$ cat src/rtl/cpu_stage_sequencer.sv
// Multi-cycle stage sequencer for the Rv32H core: steps one instruction through
// fetch/decode/ALU/memory/writeback, owns the PC, counts retirements, traps faults.
module cpu_stage_sequencer #(
  parameter logic [31:0] RESET_PC      = 32'h0000_0000,
  parameter logic [7:0]  STALL_TIMEOUT = 8'd255
) (
  input  logic        i_clock,
  input  logic        i_reset,
  input  logic        i_run,
  output logic        o_fetch_execute,
  input  logic        i_fetch_ready,
  output logic        o_decode_execute,
  input  logic        i_decode_ready,
  output logic        o_alu_execute,
  input  logic        i_alu_ready,
  output logic        o_memory_execute,
  input  logic        i_memory_ready,
  output logic        o_writeback_execute,
  input  logic        i_writeback_ready,
  input  logic        i_wb_branch,
  input  logic [31:0] i_wb_pc_next,
  output logic [31:0] o_pc,
  output logic [31:0] o_retired,
  output logic        o_fault,
  output logic [2:0]  o_state
);

  typedef enum logic [2:0] {
    ST_IDLE      = 3'd0,
    ST_FETCH     = 3'd1,
    ST_DECODE    = 3'd2,
    ST_ALU       = 3'd3,
    ST_MEMORY    = 3'd4,
    ST_WRITEBACK = 3'd5,
    ST_FAULT     = 3'd6
  } state_t;

  state_t      state, next_state;
  logic [7:0]  stall_cnt, stall_next;
  logic [31:0] pc_q, pc_next;
  logic [31:0] retired_q;
  logic        retire;
  logic        stage_ready;
  logic [4:0]  exec_q, exec_d;
  logic        fault_q, fault_d;

  // State register; execute/fault outputs are registered from the next state
  // so each enable changes on the same edge as the state it belongs to.
  always_ff @(posedge i_clock or negedge i_reset) begin
    if (!i_reset) begin
      state     <= ST_IDLE;
      stall_cnt <= '0;
      pc_q      <= RESET_PC;
      retired_q <= '0;
      exec_q    <= '0;
      fault_q   <= 1'b0;
    end else begin
      state     <= next_state;
      stall_cnt <= stall_next;
      exec_q    <= exec_d;
      fault_q   <= fault_d;
      if (retire) begin
        pc_q      <= pc_next;
        retired_q <= retired_q + 32'd1;
      end
    end
  end

  always_comb begin
    next_state  = state;
    stall_next  = '0;
    retire      = 1'b0;
    pc_next     = pc_q + 32'd4;
    stage_ready = 1'b0;
    case (state)
      ST_FETCH:     stage_ready = i_fetch_ready;
      ST_DECODE:    stage_ready = i_decode_ready;
      ST_ALU:       stage_ready = i_alu_ready;
      ST_MEMORY:    stage_ready = i_memory_ready;
      ST_WRITEBACK: stage_ready = i_writeback_ready;
      default:      stage_ready = 1'b0;
    endcase

    case (state)
      ST_IDLE: if (i_run) next_state = ST_FETCH;
      ST_FETCH, ST_DECODE, ST_ALU, ST_MEMORY, ST_WRITEBACK: begin
        if (stage_ready) begin
          case (state)
            ST_FETCH:  next_state = ST_DECODE;
            ST_DECODE: next_state = ST_ALU;
            ST_ALU:    next_state = ST_MEMORY;
            ST_MEMORY: next_state = ST_WRITEBACK;
            default: begin
              if (i_wb_branch && (i_wb_pc_next[1:0] != 2'b00)) begin
                next_state = ST_FAULT;
              end else begin
                retire     = 1'b1;
                if (i_wb_branch) pc_next = i_wb_pc_next;
                next_state = i_run ? ST_FETCH : ST_IDLE;
              end
            end
          endcase
        end else if (stall_cnt == (STALL_TIMEOUT - 8'd1)) begin
          next_state = ST_FAULT;
        end else begin
          stall_next = stall_cnt + 8'd1;
        end
      end
      ST_FAULT: next_state = ST_FAULT;
      default:  next_state = ST_FAULT;
    endcase
  end

  always_comb begin
    exec_d = '0;
    case (next_state)
      ST_FETCH:     exec_d = 5'b00001;
      ST_DECODE:    exec_d = 5'b00010;
      ST_ALU:       exec_d = 5'b00100;
      ST_MEMORY:    exec_d = 5'b01000;
      ST_WRITEBACK: exec_d = 5'b10000;
      default:      exec_d = '0;
    endcase
    fault_d = (next_state == ST_FAULT);
  end

  assign o_fetch_execute     = exec_q[0];
  assign o_decode_execute    = exec_q[1];
  assign o_alu_execute       = exec_q[2];
  assign o_memory_execute    = exec_q[3];
  assign o_writeback_execute = exec_q[4];
  assign o_pc                = pc_q;
  assign o_retired           = retired_q;
  assign o_fault             = fault_q;
  assign o_state             = state;

endmodule

$ cat config.mk
export PLATFORM = sky130hd
export DESIGN_NAME = cpu_stage_sequencer
export DESIGN_NICKNAME = d
export VERILOG_FILES = /design/src/rtl/cpu_stage_sequencer.sv
export SDC_FILE = /design/constraint.sdc
export NUM_CORES = 1
export LEC_CHECK = 0
export ABC_AREA = 1
export CORE_MARGIN = 10
export CORE_UTILIZATION = 40
export DETAILED_ROUTE_END_ITERATION = 8
export PLACE_DENSITY = 0.66
export SLEW_MARGIN = 40
export SYNTH_ARGS = -nofsm -noshare
export SYNTH_HDL_FRONTEND = slang
export SYNTH_SLANG_ARGS = --single-unit
$ cat constraint.sdc
create_clock -name i_clock -period 2.35 [get_ports i_clock]
set_input_delay 0.235 -clock i_clock [delete_from_list [all_inputs] [get_ports i_clock]]
set_output_delay 0.235 -clock i_clock [all_outputs]
set_load 0.005 [all_outputs]
==> results of run 1 <==
-- cell usage after synthesis --
cell	number	area, sq um
xor2_1	36	315
nor4_1	2	12.5
nor3_1	22	110
inv_2	4	15.0
o211ai_2	4	50.1
nor2_2	8	50.1
and3_1	1	6.26
inv_1	52	195
buf_4	2	15.0
nand3b_1	3	22.5
nor2_4	2	22.5
nand4_1	15	93.8
a21oi_1	1	5.00
nand2_1	217	815
o22ai_2	1	12.5
o21ai_2	1	8.76
o21bai_1	1	7.51
nor3b_1	1	7.51
o21ai_0	13	65.1
nand3_2	3	30.0
nor2_1	106	398
ha_1	5	62.6
nand3_1	33	165
nand3_4	1	17.5
nand2_2	4	25.0
o22ai_1	3	18.8
dfrtp_1	81	2030
buf_6	6	67.6
xnor2_1	20	175
o21ai_1	28	140
buf_2	8	40.0
nor3_2	1	10.0
-- logic make-up after synthesis --
logic type,count (synthesis)
simple gates,419
flops,81
buf+inv,72
xor+xnor,56
compound gates,52
fa+ha+maj,5
-- area by class of cell --
class                           count  area (sq um)
Multi-Input combinational cell    532          2650
Fill cell                        1175          5440
Sequential cell                    81          2030
Clock inverter                      7          77.6
Timing Repair Buffer              128          1270
Clock buffer                        9           225
Inverter                           56           210
Antenna cell                        1          2.50
Tap cell                          168           210
-- per-layer routing --
layer  vias to the layer above  GRT usage (%)  part of all wire (%)
li1                       2431              -                     -
met1                      2303           22.8                    47
met2                       139           26.9                    45
met3                        20           4.12                   5.9
met4                         0           6.30                   1.6
met5                         -              0                     0
-- worst max-delay path, cell delays in order, from the launching register on --
cell,delay [ns]
dfrtp_1,0.54
nor2_1,0.13
nand3_1,0.11
nand2_1,0.08
o21ai_2,0.22
nor2_4,0.06
inv_2,0.32
buf_4,0.34
nor2_1,0.08
o21ai_1,0.07
nand2_1,0.06
-- power groups by stage --
stage	clock [uW]	sequential, uW	combinational [uW]
floorplan	0	1420	8.67
global placement	0	1420	116
detailed placement	0	1420	117
CTS	1470	1390	119
global route	1520	1390	128
finish	1440	1390	116
-- registers in the layout (all words and copies together), names as in the netlist --
register	flops
exec_q	5
o_fault	1
o_pc	32
o_retired	32
o_state	3
stall_cnt	8
-- timing repair --
| item | 4_1_cts | 5_1_grt |
|---|---|---|
| resized for setup | 0 | 2 |
| setup endpoints to repair | 0 | 2 |
| hold buffers | 1 | 0 |
| endpoints found under the hold margin | 40 | 0 |
-- per-stage QoR --
step	setup WS (ns)	total power [uW]	hold slack (ns)
floorplan	0.630	1430	-0.0606
global placement	0.226	1540	0.257
detailed placement	0.135	1540	0.262
CTS	0.154	2980	0.438
global route	0.00815	3040	0.473
finish	0.213	2950	0.429
-- worst paths after layout --
path,start,to,slack (ns)
worst max register to register,o_state[0],o_pc[26],0.21
worst min register to register,o_pc[1],o_pc[1],0.49
worst min-delay path,i_reset,o_pc[27],0.43
max in group asynchronous,i_reset,o_retired[20],1.30
worst max-delay path,o_state[0],o_pc[26],0.21
min in group i_clock,i_wb_pc_next[11],o_pc[11],0.49
==> run metrics, run 1 <==
Adder-Cell Fraction of Synth Area=around 1.2%; endpoint class of the critical path=flip-flop; chip width=132 um; vias in the first global route=4919; Clock transition at path regs=approximately 0.060 ns; DR vias/cell=4.98; register area share after synthesis=40.5%; multiplexer share of the synthesized area=0%; GR Overflow Total=0; Logic pwr share=approximately 3.9%; share of layout cells above drive strength 1=7.50%; Syn Inst Count=685; nets@finish=approximately 850; Sum Neg Setup Slack=0 ns; First-pass DRT Iterations=5; Iter 0 DRT Violations=roughly 340; period utilization=90.9%; DRC Markers=0; clock latency on the worst-skew pair=0.34 ns; Crit path required time=2.58 ns; post-layout util=55.1%; FF-to-FF path depth=10; simple-gate share of the synthesized area=35.7%; Layout Cells excl Fill=982; commonest non-fill, non-tap cell in the layout=nand2_1; first-pass GRT wire length=25.1 mm; root buffer cell=clkbuf_16; CTS tree=yes; Hold Vio Cnt, Final=0; crit path time final=2.14 ns; vias=4893; Leak=slightly above 0.003 uW; area of placed instances=6350 sq um; CP Launch Type=flip-flop; worst vdd ir=0.304 mV; Slew Limit Fails=0; Ys Warns=0; kind of critical path=flip-flop to flip-flop; HP Class=input port to async pin; total routed wirelength=15.0 mm; Synth-to-Final Area Change=33.3%; Die Ht=around 130 um; Syn Area/Cell=7.31 sq um; share of power burned in registers=47.2%; syn_nets=731; switching pwr=about 660 uW; initial antenna violation count=1; DP Cell Count=964; final instance area=6670 sq um; main combinational cell family by area after synthesis=simple AND/OR/NAND/NOR gates; slew margin rel.=61.4%; Max Buffers Root-to-Sink=2; core area=between 10000 and 15000 sq um; clk sinks=81; synth unique cells=32; synthesized cell area=5010 sq um; MaxCap Viol Count=0; status=completed; number of synthesized register bits=81; endpoints failing setup=0; htree depth=3; dpl hpwl=~12 mm; Cell Pwr Density=442 nW/um^2; internal power=2290 uW; largest net degree at the start of global routing=42; FP Rows=40; Slew @ Worst Pin=0.579 ns; Global Route Usage Sum=17.3%; Port Buffers=113; io pins=around 110; worst-path maximum fanout=24; antenna-violating nets left=0; Initial Util=41.3%; RSZ-0062 raised after global routing=no; Post-CTS Setup Repair Bufs=0; most frequent cells in the layout=nand2_1 (217), clkdlybuf4s50_1 (112), nor2_1 (106), dfrtp_1 (81), inv_1 (52); GP Congestion=0.949; drt wl/cell=between 15 and 20 um; crit path DAT=2.37 ns; Die ar.=17400 sq um; Sw Ratio=22.4%; xor/xnor share of the synthesized area=9.80%; Clk pwr share=48.9%; Synth Area in Compound Gates=between 6 and 7%; CTS buffer count=9; Worst Skew=0.00471 ns; Peak Freq=468 MHz
Power figures use the tool's default switching activity.
==> run 2: changes to the inputs <==
CTS_CLUSTER_DIAMETER = 200   (was not set)
==> results of run 2 <==
Same layout as run 1: the final DEF is identical, and so are final timing and power.
